**config.mk**
```make
export PLATFORM = sky130hd
export DESIGN_NAME = rw_ctrl_logic
export DESIGN_NICKNAME = d
export VERILOG_FILES = /design/src/rtl/pit_pkg.sv /design/src/rtl/rd_latch_ctrl.sv /design/src/rtl/rw_ctrl_logic.sv
export SDC_FILE = /design/constraint.sdc
export NUM_CORES = 1
export LEC_CHECK = 0
export ABC_AREA = 1
export BUFFER_PORTS_ARGS = -buffer_cell sky130_fd_sc_hd__buf_4
export CAP_MARGIN = 10
export CORE_MARGIN = 5
export CORE_UTILIZATION = 56
export DETAILED_ROUTE_END_ITERATION = 10
export PLACE_DENSITY = 0.81
export RECOVER_POWER = 50
export SLEW_MARGIN = 10
export SYNTH_ARGS = -nofsm -noshare
export SYNTH_HDL_FRONTEND = slang
export SYNTH_HIERARCHICAL = 1
export SYNTH_SLANG_ARGS = --single-unit
```
**constraint.sdc**
```tcl
create_clock -name clk -period 2.11 [get_ports clk]
set_input_delay 0.422 -clock clk [delete_from_list [all_inputs] [get_ports clk]]
set_output_delay 0.422 -clock clk [all_outputs]
set_load 0.01 [all_outputs]
```
**src/rtl/pit_pkg.sv**
```systemverilog
`default_nettype none
// ============================================================================
// Module   : pit_pkg
// Purpose  : Shared encodings for the timer read/write control block.
// Revision : 1.0 - initial release
// ============================================================================
package pit_pkg;

    typedef enum logic [1:0] {
        ADDR_CNT0 = 2'b00,
        ADDR_CNT1 = 2'b01,
        ADDR_CNT2 = 2'b10,
        ADDR_CTRL = 2'b11
    } addr_e;

    typedef enum logic [1:0] {
        RW_LATCH   = 2'b00,
        RW_LSB     = 2'b01,
        RW_MSB     = 2'b10,
        RW_LSB_MSB = 2'b11
    } rw_e;

    typedef enum logic [1:0] {
        SC_CNT0     = 2'b00,
        SC_CNT1     = 2'b01,
        SC_CNT2     = 2'b10,
        SC_READBACK = 2'b11
    } sc_e;

    localparam logic [5:0] C_CW_RESET = 6'b110000;
    localparam int         C_NUM_CNT  = 3;

    // Byte of a 16-bit value addressed by access mode and byte pointer.
    function automatic logic [7:0] sel_byte(input logic [1:0] rw, input logic ptr,
                                            input logic [15:0] val);
        case (rw)
            RW_LSB:  return val[7:0];
            RW_MSB:  return val[15:8];
            default: return ptr ? val[15:8] : val[7:0];
        endcase
    endfunction

endpackage
`default_nettype wire

```
**src/rtl/rd_latch_ctrl.sv**
```systemverilog
`default_nettype none
// ============================================================================
// Module   : rd_latch_ctrl
// Purpose  : Per-counter control word, count latch, byte pointers and
//            null-count tracking. Status latch present with READBACK_EN.
// Revision : 1.0 - initial release
// ============================================================================
module rd_latch_ctrl
    import pit_pkg::*;
(
    input  logic        clk,
    input  logic        rst,
    input  logic        cw_load,
    input  logic [5:0]  cw_data,
    input  logic        latch_cmd,
    input  logic        wr_byte,
    input  logic        rd_evt,
    input  logic [15:0] count_in,
`ifdef READBACK_EN
    input  logic        status_cmd,
    input  logic        out_in,
`endif
    output logic [5:0]  cw,
    output logic [7:0]  rd_byte
);

    logic [5:0]  r_cw;
    logic        r_wr_ptr;
    logic        r_rd_ptr;
    logic        r_null;
    logic [15:0] r_latch;
    logic        r_latch_vld;
    logic        w_status_vld;
    logic        w_two_byte;
    logic        w_rd_count;

    assign w_two_byte = (r_cw[5:4] == RW_LSB_MSB);
    // A pending status byte absorbs the next read without moving the pointer.
    assign w_rd_count = rd_evt && !w_status_vld;

    always_ff @(posedge clk) begin
        if (rst) begin
            r_cw        <= C_CW_RESET;
            r_wr_ptr    <= 1'b0;
            r_rd_ptr    <= 1'b0;
            r_null      <= 1'b0;
            r_latch     <= 16'h0000;
            r_latch_vld <= 1'b0;
        end else begin
            if (wr_byte) begin
                if (w_two_byte) begin
                    r_wr_ptr <= ~r_wr_ptr;
                    if (r_wr_ptr) r_null <= 1'b0;
                end else begin
                    r_null <= 1'b0;
                end
            end
            if (w_rd_count) begin
                if (w_two_byte) r_rd_ptr <= ~r_rd_ptr;
                if (r_latch_vld && (!w_two_byte || r_rd_ptr)) r_latch_vld <= 1'b0;
            end
            if (latch_cmd && !r_latch_vld) begin
                r_latch     <= count_in;
                r_latch_vld <= 1'b1;
            end
            if (cw_load) begin
                r_cw     <= cw_data;
                r_wr_ptr <= 1'b0;
                r_rd_ptr <= 1'b0;
                r_null   <= 1'b1;
            end
        end
    end

`ifdef READBACK_EN
    logic [7:0] r_status;
    logic       r_status_vld;

    always_ff @(posedge clk) begin
        if (rst) begin
            r_status     <= 8'h00;
            r_status_vld <= 1'b0;
        end else if (rd_evt && r_status_vld) begin
            r_status_vld <= 1'b0;
        end else if (status_cmd && !r_status_vld) begin
            r_status     <= {out_in, r_null, r_cw};
            r_status_vld <= 1'b1;
        end
    end

    assign w_status_vld = r_status_vld;
`else
    assign w_status_vld = 1'b0;
`endif

    always_comb begin
        rd_byte = sel_byte(r_cw[5:4], r_rd_ptr, r_latch_vld ? r_latch : count_in);
`ifdef READBACK_EN
        if (r_status_vld) rd_byte = r_status;
`endif
    end

    assign cw = r_cw;

endmodule
`default_nettype wire

```
**src/rtl/rw_ctrl_logic.sv**
```systemverilog
`default_nettype none
// ============================================================================
// Module   : rw_ctrl_logic
// Purpose  : Host bus read/write decoder for a three-counter interval timer.
//            Define READBACK_EN to enable the read-back command.
// Revision : 1.0 - initial release
// ============================================================================
module rw_ctrl_logic
    import pit_pkg::*;
(
    input  logic        clk,
    input  logic        reset,
    input  logic        cs_n,
    input  logic        rd_n,
    input  logic        wr_n,
    input  logic [1:0]  addr,
    input  logic [7:0]  dataBus,
    output logic [5:0]  contWord0,
    output logic [5:0]  contWord1,
    output logic [5:0]  contWord2,
    output logic [7:0]  dataIn,
    output logic        DE0,
    output logic        DE1,
    output logic        DE2,
    input  logic [15:0] countIn0,
    input  logic [15:0] countIn1,
    input  logic [15:0] countIn2,
    input  logic        outIn0,
    input  logic        outIn1,
    input  logic        outIn2,
    output logic [7:0]  rdData,
    output logic        rdValid
);

    logic        r_wr_pend;
    logic [1:0]  r_wr_addr;
    logic [7:0]  r_wr_data;
    logic        r_rd_pend;
    logic [1:0]  r_rd_addr;
    logic [7:0]  r_data_in;
    logic [2:0]  r_de;
    logic [7:0]  r_rd_data;
    logic        r_rd_valid;

    logic        w_wr_cap;
    logic        w_rd_act;
    logic        w_wr_done;
    logic        w_rd_done;
    logic [1:0]  w_sc;
    logic [2:0]  w_cw_load;
    logic [2:0]  w_latch_cmd;
    logic [2:0]  w_wr_byte;
    logic [2:0]  w_rd_evt;
    logic [7:0]  w_rd_sel;
    logic [15:0] w_count   [C_NUM_CNT];
    logic [5:0]  w_cw      [C_NUM_CNT];
    logic [7:0]  w_rd_byte [C_NUM_CNT];
`ifdef READBACK_EN
    logic [2:0]  w_status_cmd;
    logic [2:0]  w_out;
    assign w_out = {outIn2, outIn1, outIn0};
`else
    logic        w_unused_out;
    assign w_unused_out = ^{outIn2, outIn1, outIn0};
`endif

    // Both strobes low at once is treated as no access at all.
    assign w_wr_cap  = !cs_n && !wr_n && rd_n;
    assign w_rd_act  = !cs_n && !rd_n && wr_n;
    assign w_wr_done = r_wr_pend && wr_n;
    assign w_rd_done = r_rd_pend && rd_n;
    assign w_sc      = r_wr_data[7:6];

    assign w_count[0] = countIn0;
    assign w_count[1] = countIn1;
    assign w_count[2] = countIn2;

    always_comb begin
        w_cw_load   = 3'b000;
        w_latch_cmd = 3'b000;
        w_wr_byte   = 3'b000;
        w_rd_evt    = 3'b000;
`ifdef READBACK_EN
        w_status_cmd = 3'b000;
`endif
        if (w_wr_done) begin
            if (r_wr_addr != ADDR_CTRL) begin
                w_wr_byte[r_wr_addr] = 1'b1;
            end else if (w_sc != SC_READBACK) begin
                if (r_wr_data[5:4] == RW_LATCH) w_latch_cmd[w_sc] = 1'b1;
                else                            w_cw_load[w_sc]   = 1'b1;
            end
`ifdef READBACK_EN
            else begin
                for (int i = 0; i < C_NUM_CNT; i++) begin
                    if (r_wr_data[i+1]) begin
                        w_latch_cmd[i]  = !r_wr_data[5];
                        w_status_cmd[i] = !r_wr_data[4];
                    end
                end
            end
`endif
        end
        if (w_rd_done && r_rd_addr != ADDR_CTRL) w_rd_evt[r_rd_addr] = 1'b1;
    end

    always_comb begin
        w_rd_sel = 8'h00;
        case (addr)
            ADDR_CNT0: w_rd_sel = w_rd_byte[0];
            ADDR_CNT1: w_rd_sel = w_rd_byte[1];
            ADDR_CNT2: w_rd_sel = w_rd_byte[2];
            default:   w_rd_sel = 8'h00;
        endcase
    end

    always_ff @(posedge clk) begin
        if (reset) begin
            r_wr_pend  <= 1'b0;
            r_wr_addr  <= 2'b00;
            r_wr_data  <= 8'h00;
            r_rd_pend  <= 1'b0;
            r_rd_addr  <= 2'b00;
            r_data_in  <= 8'h00;
            r_de       <= 3'b000;
            r_rd_data  <= 8'h00;
            r_rd_valid <= 1'b0;
        end else begin
            if (w_wr_cap) begin
                r_wr_pend <= 1'b1;
                r_wr_addr <= addr;
                r_wr_data <= dataBus;
            end else if (w_wr_done) begin
                r_wr_pend <= 1'b0;
            end
            if (w_rd_act) begin
                r_rd_pend <= 1'b1;
                r_rd_addr <= addr;
            end else if (w_rd_done) begin
                r_rd_pend <= 1'b0;
            end
            r_de <= w_wr_byte;
            if (|w_wr_byte) r_data_in <= r_wr_data;
            r_rd_valid <= w_rd_act;
            r_rd_data  <= w_rd_act ? w_rd_sel : 8'h00;
        end
    end

    for (genvar i = 0; i < C_NUM_CNT; i++) begin : g_cnt
        rd_latch_ctrl u_ctrl (
            .clk        (clk),
            .rst        (reset),
            .cw_load    (w_cw_load[i]),
            .cw_data    (r_wr_data[5:0]),
            .latch_cmd  (w_latch_cmd[i]),
            .wr_byte    (w_wr_byte[i]),
            .rd_evt     (w_rd_evt[i]),
            .count_in   (w_count[i]),
`ifdef READBACK_EN
            .status_cmd (w_status_cmd[i]),
            .out_in     (w_out[i]),
`endif
            .cw         (w_cw[i]),
            .rd_byte    (w_rd_byte[i])
        );
    end

    assign contWord0 = w_cw[0];
    assign contWord1 = w_cw[1];
    assign contWord2 = w_cw[2];
    assign dataIn    = r_data_in;
    assign DE0       = r_de[0];
    assign DE1       = r_de[1];
    assign DE2       = r_de[2];
    assign rdData    = r_rd_data;
    assign rdValid   = r_rd_valid;

endmodule
`default_nettype wire

```
==> results of run 1 <==
==> worst max-delay path by stage <==
stage                           from                         end  slack (ns)  depth (start not counted)
6_report       g_cnt[1].u_ctrl/cw[4]                   rdData[5]        0.26                          9
5_1_grt        g_cnt[1].u_ctrl/cw[4]                   rdData[3]        0.04                          9
4_1_cts        g_cnt[1].u_ctrl/cw[4]                   rdData[5]        0.26                          9
3_5_place_dp                    wr_n  g_cnt[2].u_ctrl/r_latch[4]        0.28                          8
3_3_place_gp                    wr_n  g_cnt[2].u_ctrl/r_latch[8]        0.32                          8
2_1_floorplan                   wr_n  g_cnt[0].u_ctrl/r_latch[0]        0.51                          9
==> worst max-delay path, stage by stage, from the launching register on <==
cell,delay (ns)
dfxtp_1,0.40
inv_1,0.08
ha_1,0.33
o21ai_1,0.43
nand2_1,0.14
nand2_1,0.10
nand3_1,0.12
nand3_1,0.12
nand2_1,0.05
inv_1,0.04
==> routing by layer <==
layer | routed length, um | part of all wire [%]
met5 | 0 | 0
met4 | 206 | 1.6
met3 | 900 | 6.8
met2 | 6281 | 48
met1 | 5831 | 44
==> power by group <==
part           total (uW)  switching (uW)  internal, uW
Combinational         355             199           156
Sequential           2050            24.3          2020
Clock                1230             766           465
==> metrics by stage <==
step / instances / hold WS, ns / power, uW / instance area (um2)
after floorplan: 796 / 0.4527 / 2302 / 5371
after global placement: 995 / 0.4625 / 2446 / 6035
after detailed placement: 995 / 0.4730 / 2454 / 6035
after CTS: 1011 / 0.2902 / 3664 / 6231
after global routing: 1011 / 0.3013 / 3789 / 6035
final: 1011 / 0.2955 / 3631 / 6035
==> layout make-up <==
| class | count | area (um2) | share of cell area [%] |
|---|---|---|---|
| flip-flops and latches | 106 | 2122 | 35.16 |
| multi-input cells | 605 | 2679 | 44.39 |
| inverters | 49 | 234.0 | 3.877 |
| well taps | 129 | 161.4 | 2.675 |
| repair buffers | 106 | 641.9 | 10.64 |
| clock buffers | 9 | 123.9 | 2.053 |
| clock inverters | 7 | 72.57 | 1.203 |
==> state kept, by name, indices dropped and copies added (netlist names) <==
register                  flops
rdData                        8
g_cnt.u_ctrl/r_rd_ptr         3
g_cnt.u_ctrl/cw              18
g_cnt.u_ctrl/r_latch_vld      3
r_rd_addr                     2
dataIn                        8
r_de                          3
rdValid                       1
g_cnt.u_ctrl/r_latch         48
r_rd_pend                     1
r_wr_addr                     2
r_wr_data                     8
r_wr_pend                     1
==> results.py, run 1 <==
metrics = {
    "timing": {
        "relSlewSlack_pct": 41.30,
        "post-route-period-util_pct": 87.88,
        "hold_viol": 0,
        "setup_tns_ns": 0,
        "setup_violations": 0,
        "min_period_ns": 1.854,
        "timing.fmax_mhz": 539.3,
        "finalMaxSlewViolations": 0,
        "worst_slew_pin_slew_ns": 0.8806,
        "rsz0062_at_grt": "no",
        "skew_ns": 0.01800,
        "worst_slack_ns": 0.2557,
    },
    "die": {
        "fp-row-count": 35,
        "io_pins": 104,
        "start_util_pct": 57.86,
        "core-area_um2": 9284,
        "die_w_um": 107.9,
        "die_h_um": 107.9,
        "dieArea_um2": 11650,
    },
    "global_route": {
        "grt_busiest_layer": "met2",
        "grt_overflow": 0,
        "grt_antenna_before_repair": 0,
        "grt_pass1_vias": 4756,
        "use_met1_pct": 30.42,
        "grt_pass1_wl_mm": 21.84,
        "grt_use_met2_pct": 37.61,
        "grt_start_max_net_pins": 24,
        "grtUsageTotal_pct": 22.74,
        "globalRouteMet3Util_pct": 3.940,
    },
    "routing": {
        "drt-pass1-iter-count": 5,
        "drtAntennaViolNets": 0,
        "viasPerCell": 5.097,
        "drt_iter0_markers": 192,
        "routed_wl_mm": 13.22,
        "vias": 5153,
        "drc_errors": 0,
        "wl_per_cell_um": 13.08,
    },
    "placed_design": {
        "gp_congestion": 0.8595,
        "post-place-ws_ns": 0.2751,
        "hpwl_mm": 9.680,
        "port_buffers": 100,
    },
    "cells_and_area": {
        "fin_nets": 952,
        "layout-drive-gt1-share_pct": 11.22,
        "final_common_cell": "nand2_1",
        "mostFrequentLayoutCells": "nand2_1, nor2_1, dfxtp_1",
        "antenna_cells": 0,
        "area_growth_pct": 12.35,
        "post-route-util_pct": 65.00,
        "fillers": 872,
    },
    "yosys": {
        "syn_nets": 871,
        "syn_area_um2": 5371,
        "postSynthCellCount": 796,
        "syn_area_per_cell_um2": 6.748,
        "ys.warnings.count": 6,
    },
    "power_and_ir_drop": {
        "powerDensity_nw_per_um2": 601.7,
        "leakagePower_uw": 0.002840,
        "ir_worst_vdd_mv": 0.3138,
    },
    "clocking": {
        "clk_pin_slew_ns": 0.11,
        "cts.sink_count": 106,
        "clock_latency_ns": 0.37,
        "cts_buffer_depth": 2,
        "cts_made_buffers": 9,
        "cts_resized": 0,
        "cts_setup_buffers": 0,
        "root_buffer": "clkbuf_8",
        "hold_buffers": 0,
        "h-tree-depth": 3,
        "cts_tree": "yes",
    },
    "worst_hold_path": {
        "holdPathStages": 3,
        "hold-path-endpoint": "g_cnt[0].u_ctrl/r_latch[11]",
        "hold_class": "in -> reg",
        "min-delay-start": "countIn0[11]",
    },
    "setup_path": {
        "rr_endpoint": "rdData[5]",
        "cp_max_fo": 8,
        "endpoint_kind": "flip-flop",
        "r2r_start": "g_cnt[1].u_ctrl/cw[4]",
        "reg2reg_depth": 9,
        "regToRegSetupSlack_ns": 0.26,
        "cp_data_arrival_time_ns": 2.16,
        "required_ns": 2.42,
        "worstSetupStartpointType": "flip-flop",
        "crit_type": "reg -> reg",
    },
    "status": {
        "status": "finished, final reports clean",
    },
    "run": {
        "cap_violations": 0,
    },
}
(Power assumes the default switching activity.)
==> run 2: changes to the inputs <==
CORE_UTILIZATION = 57   (was 56)
CTS_BUF_LIST = sky130_fd_sc_hd__clkbuf_8   (was default)
PLACE_DENSITY = 0.82   (was 0.81)
==> run 2 against run 1 <==
Against the previous run: largest power group unchanged; die area fell by 1.6%; clock-buffer cell count did not move; utilization increased by 0.43 points; clock skew grew 0.0015 ns; first-iteration DRC count increased by 5.7%; global-route usage rose by 0.57 points; highest routed layer unchanged; critical path depth unchanged; routed wire length up 1.6%; cell count fell by 1.9%; final area is 0.29% lower.
==> results.py, run 2 (synthesized netlist as in run 1, its figures left out) <==
metrics = {
    "routing": {
        "viasPerCell": 5.216,
        "drt-pass1-iter-count": 4,
        "drt_iter0_markers": 203,
        "drc_errors": 0,
        "routed_wl_mm": 13.43,
        "vias": 5174,
        "drtAntennaViolNets": 0,
        "wl_per_cell_um": 13.54,
    },
    "power_and_ir_drop": {
        "powerDensity_nw_per_um2": 625.0,
        "swShare_pct": 26.66,
        "p_int_uw": 2758,
        "power.share.sequential_pct": 54.4,
        "pwr-share-clk_pct": 36.2,
        "ir_worst_vdd_mv": 0.3342,
        "combinationalPowerShare_pct": 9.4,
        "leakagePower_uw": 0.002838,
        "p_switching_uw": 1003,
    },
    "cells_and_area": {
        "fillers": 844,
        "ff_latch_area_um2": 2122,
        "antenna_cells": 0,
        "final_common_cell": "nand2_1",
        "fin_nets": 951,
        "mostFrequentLayoutCells": "nand2_1, nor2_1, dfxtp_1",
        "area_growth_pct": 12.02,
        "fin_area_um2": 6017,
        "layout-drive-gt1-share_pct": 11.12,
        "largest_reg_flops": 48,
        "regMostFlops": "g_cnt.u_ctrl/r_latch",
        "multi_input_area_um2": 2663,
    },
    "worst_hold_path": {
        "hold-path-endpoint": "g_cnt[0].u_ctrl/r_latch[10]",
        "hold_class": "in -> reg",
        "holdPathStages": 3,
        "min-delay-start": "countIn0[10]",
    },
    "clocking": {
        "cts_made_buffers": 9,
        "cts_resized": 0,
        "cts_buffer_depth": 2,
        "h-tree-depth": 3,
        "clock_latency_ns": 0.38,
        "cts.sink_count": 106,
        "root_buffer": "clkbuf_8",
        "hold_buffers": 0,
        "cts_tree": "yes",
        "cts_setup_buffers": 0,
        "clk_pin_slew_ns": 0.12,
    },
    "die": {
        "fp-row-count": 35,
        "io_pins": 104,
        "start_util_pct": 58.41,
        "die_h_um": 107.1,
        "core-area_um2": 9196,
        "dieArea_um2": 11470,
        "die_w_um": 107.1,
    },
    "setup_path": {
        "rr_endpoint": "rdData[7]",
        "cp_max_fo": 8,
        "reg2reg_depth": 9,
        "worstSetupStartpointType": "flip-flop",
        "cp_data_arrival_time_ns": 2.18,
        "required_ns": 2.42,
        "endpoint_kind": "flip-flop",
        "r2r_start": "g_cnt[0].u_ctrl/cw[4]",
        "crit_type": "reg -> reg",
        "regToRegSetupSlack_ns": 0.24,
    },
    "status": {
        "status": "finished, final reports clean",
    },
    "timing": {
        "hold_viol": 0,
        "post-route-period-util_pct": 88.62,
        "worst_slew_pin_slew_ns": 0.8727,
        "timing.fmax_mhz": 534.8,
        "skew_ns": 0.01951,
        "setup_violations": 0,
        "min_period_ns": 1.870,
        "relSlewSlack_pct": 41.82,
        "finalMaxSlewViolations": 0,
        "setup_tns_ns": 0,
        "rsz0062_at_grt": "no",
    },
    "placed_design": {
        "place_area_um2": 6005,
        "port_buffers": 100,
        "hpwl_mm": 9.589,
        "gp_congestion": 0.8513,
    },
    "global_route": {
        "grtUsageTotal_pct": 23.31,
        "grt_start_max_net_pins": 24,
        "grt_overflow": 0,
        "grt_pass1_vias": 4753,
        "grt_pass1_wl_mm": 21.77,
        "grt_antenna_before_repair": 0,
    },
    "run": {
        "cap_violations": 0,
    },
}
==> run 2: how the worst max path moves through the flow <==
stage / cells after the start / startpoint / to / slack, ns
final: 9 / g_cnt[0].u_ctrl/cw[4] / rdData[7] / 0.24
after global routing: 9 / g_cnt[1].u_ctrl/cw[4] / rdData[7] / 0.04
after CTS: 9 / g_cnt[1].u_ctrl/cw[4] / rdData[5] / 0.28
after detailed placement: 8 / wr_n / g_cnt[2].u_ctrl/cw[2] / 0.27
after global placement: 8 / wr_n / g_cnt[2].u_ctrl/r_latch[3] / 0.33
after floorplan: 9 / wr_n / g_cnt[0].u_ctrl/r_latch[0] / 0.51
==> run 2: stage by stage <==
stage / hold slack, ns / utilization (%) / cells / power, uW / setup WS (ns)
2_1_floorplan: 0.4527 / - / 796 / 2302 / 0.5125
3_3_place_gp: 0.4498 / 65.29 / 976 / 2446 / 0.3278
3_5_place_dp: 0.4546 / 65.29 / 976 / 2455 / 0.2682
4_1_cts: 0.2800 / 67.70 / 992 / 3790 / 0.2773
5_1_grt: 0.2832 / 65.43 / 992 / 3929 / 0.04212
6_report: 0.2767 / 65.43 / 992 / 3761 / 0.2401
==> run 2: area by class of cell <==
| type | instances | area share, % |
|---|---|---|
| clock buffer | 9 | 2.059 |
| clock inverter | 7 | 1.622 |
| inverter | 49 | 3.889 |
| multi-input combinational | 605 | 44.25 |
| sequential | 106 | 35.27 |
| tap | 111 | 2.308 |
| timing repair buffer | 105 | 10.61 |
==> run 2: per-layer routing <==
| metal | routed length [um] | track usage [%] | vias to the layer above | share of wire (%) |
|---|---|---|---|---|
| met5 | 0 | 0 | - | 0 |
| met4 | 142 | 5.845 | 0 | 1.1 |
| met3 | 860 | 4.335 | 11 | 6.4 |
| met2 | 6476 | 38.34 | 151 | 48 |
| met1 | 5955 | 31.58 | 2363 | 44 |
| li1 | - | - | 2649 | - |
==> run 2: power groups by stage <==
stage	clock, uW	sequential, uW	combinational, uW
final	1360	2040	354
after global routing	1480	2050	397
after global placement	0	2090	356
after detailed placement	0	2090	364
after floorplan	0	2080	218
after CTS	1380	2050	366
==> run 2: worst max-delay path, cell delays in order (launching register included) <==
cell and delay [ns]:
dfxtp_1 0.42, inv_1 0.08, ha_1 0.34, o21ai_1 0.46
nand2_1 0.14, nand2_1 0.10, nand2_1 0.05, nand3_1 0.07
nand2_1 0.06, inv_1 0.09
==> run 3: changes to the inputs <==
CORE_ASPECT_RATIO = 2   (was default)
RECOVER_POWER = 25   (was 50)
==> run 3 against run 2 <==
Against the previous run: setup slack improved by 0.041 ns; die area increased by 1.0%; global-route usage increased by 0.83 points; cell count decreased by 0.50%; first-iteration DRC count increased by 46%.
==> results.py, run 3 (synthesized netlist as in run 1, its figures left out) <==
metrics = {
    "power_and_ir_drop": {
        "p_int_uw": 2775,
        "pwr-share-clk_pct": 35.5,
        "powerDensity_nw_per_um2": 607.8,
        "p_total_uw": 3731,
        "combinationalPowerShare_pct": 9.7,
        "ir_worst_vdd_mv": 0.4561,
        "p_switching_uw": 955.9,
        "leakagePower_uw": 0.002954,
        "swShare_pct": 25.62,
        "power.share.sequential_pct": 54.8,
    },
    "global_route": {
        "grt_pass1_wl_mm": 22.63,
        "grt_start_max_net_pins": 24,
        "grtUsageTotal_pct": 24.14,
        "grt_pass1_vias": 4921,
        "grt_overflow": 0,
        "grt_antenna_before_repair": 0,
    },
    "cells_and_area": {
        "stdcell_count": 987,
        "fillers": 866,
        "multi_input_area_um2": 2681,
        "area_growth_pct": 14.28,
        "mostFrequentLayoutCells": "nand2_1, nor2_1, dfxtp_1",
        "post-route-util_pct": 65.85,
        "antenna_cells": 0,
        "regMostFlops": "g_cnt.u_ctrl/r_latch",
        "ff_latch_area_um2": 2122,
        "final_common_cell": "nand2_1",
        "layout-drive-gt1-share_pct": 14.95,
        "fin_nets": 953,
        "largest_reg_flops": 48,
    },
    "clocking": {
        "root_buffer": "clkbuf_8",
        "clk_pin_slew_ns": 0.10,
        "cts_resized": 0,
        "cts.sink_count": 106,
        "cts_setup_buffers": 0,
        "cts_made_buffers": 9,
        "h-tree-depth": 3,
        "hold_buffers": 0,
        "cts_tree": "yes",
        "cts_buffer_depth": 2,
        "clock_latency_ns": 0.38,
    },
    "setup_path": {
        "required_ns": 2.42,
        "path_cells": "inv_1 -> ha_1 -> o21ai_1 -> nand2_1 -> nand2_1 -> nand2_1 -> nand3_1 -> nand2_1 -> inv_1",
        "crit_slowest_cell": "o21ai_1",
        "worstSetupStartpointType": "flip-flop",
        "r2r_start": "g_cnt[0].u_ctrl/cw[4]",
        "cp_max_fo": 8,
        "cp_data_arrival_time_ns": 2.14,
        "crit_top_cell": "nand2_1",
        "crit_type": "reg -> reg",
        "crit_family": "compound AO/OA/AOI/OAI gates",
        "startpoint": "g_cnt[0].u_ctrl/cw[4]",
        "endpoint_kind": "flip-flop",
        "path_buf_inv": 2,
        "cpPeakStageDelay_ns": 0.46,
    },
    "run": {
        "cap_violations": 0,
    },
    "placed_design": {
        "hpwl_mm": 10.24,
        "post-place-ws_ns": 0.2671,
        "port_buffers": 100,
        "placedCellCount": 971,
        "gp_congestion": 0.8628,
    },
    "die": {
        "fp-row-count": 50,
        "core-area_um2": 9321,
        "die_w_um": 78.64,
        "die_h_um": 147.3,
        "start_util_pct": 57.62,
        "dieArea_um2": 11580,
        "io_pins": 104,
    },
    "timing": {
        "worst_slew_pin_slew_ns": 0.8891,
        "finalMaxSlewViolations": 0,
        "skew_ns": 0.01620,
        "post-route-period-util_pct": 86.66,
        "setup_violations": 0,
        "worst_slack_ns": 0.2814,
        "setup_tns_ns": 0,
        "min_period_ns": 1.829,
        "relSlewSlack_pct": 40.73,
        "rsz0062_at_grt": "no",
        "timing.fmax_mhz": 546.9,
        "hold_viol": 0,
    },
    "routing": {
        "viasPerCell": 5.266,
        "routed_wl_mm": 13.70,
        "wl_per_cell_um": 13.88,
        "drt-pass1-iter-count": 5,
        "drc_errors": 0,
        "vias": 5198,
        "drtAntennaViolNets": 0,
        "drt_iter0_markers": 297,
    },
    "worst_hold_path": {
        "hold_class": "in -> reg",
        "min-delay-start": "countIn2[13]",
    },
    "status": {
        "status": "finished, final reports clean",
    },
}
[run 3: cell types whose count changed in the layout (fill, tap and decap cells not counted), sizes merged]
cell / delta
clkinvlp: +2
clkinv: -4
buf: +31
clkbuf: -28
inv: +1
[run 3: area by class of cell]
type	count	area share [%]
Multi-Input combinational cell	605	43.68
Clock inverter	6	1.162
Tap cell	104	2.120
Inverter	49	3.812
Sequential cell	106	34.57
Timing Repair Buffer	107	12.41
Clock buffer	10	2.242
[run 3: metal layers]
| metal | up-vias | track usage [%] | wire [um] |
|---|---|---|---|
| met5 | - | 0 | 0 |
| met4 | 0 | 12.35 | 541 |
| met3 | 37 | 3.988 | 649 |
| met2 | 138 | 41.65 | 7181 |
| met1 | 2369 | 28.20 | 5329 |
| li1 | 2654 | - | - |
[run 3: tightest hold or removal path, delay by kind of cell]
family / cells / cell delay [ns]
buffers and inverters: 1 / 0.08
AOI/OAI and AO/OA: 1 / 0.06
and+or+nand+nor: 1 / 0.07
[run 3: power by group through the flow]
stage,clock network [uW],logic [uW],registers (uW)
after detailed placement,0,369,2090
final,1320,363,2040
after global placement,0,360,2090
after CTS,1340,371,2050
after global routing,1440,405,2050
after floorplan,0,218,2080
[run 3: path summary, 6_finish.rpt]
| check | end | slack [ns] | cells past startpoint |
|---|---|---|---|
| worst max-delay path | rdData[5] | 0.28 | 9 |
| worst min-delay path | g_cnt[2].u_ctrl/r_latch[13] | 0.30 | 3 |
| worst max register to register | rdData[5] | 0.28 | 9 |
| worst min register to register | r_rd_pend | 0.49 | 2 |
[run 3: metrics by stage]
stage / area [um2] / hold WS, ns
floorplan: 5371 / 0.4527
global placement: 6011 / 0.4632
detailed placement: 6011 / 0.4739
CTS: 6220 / 0.2841
global route: 6138 / 0.2885
finish: 6138 / 0.2966
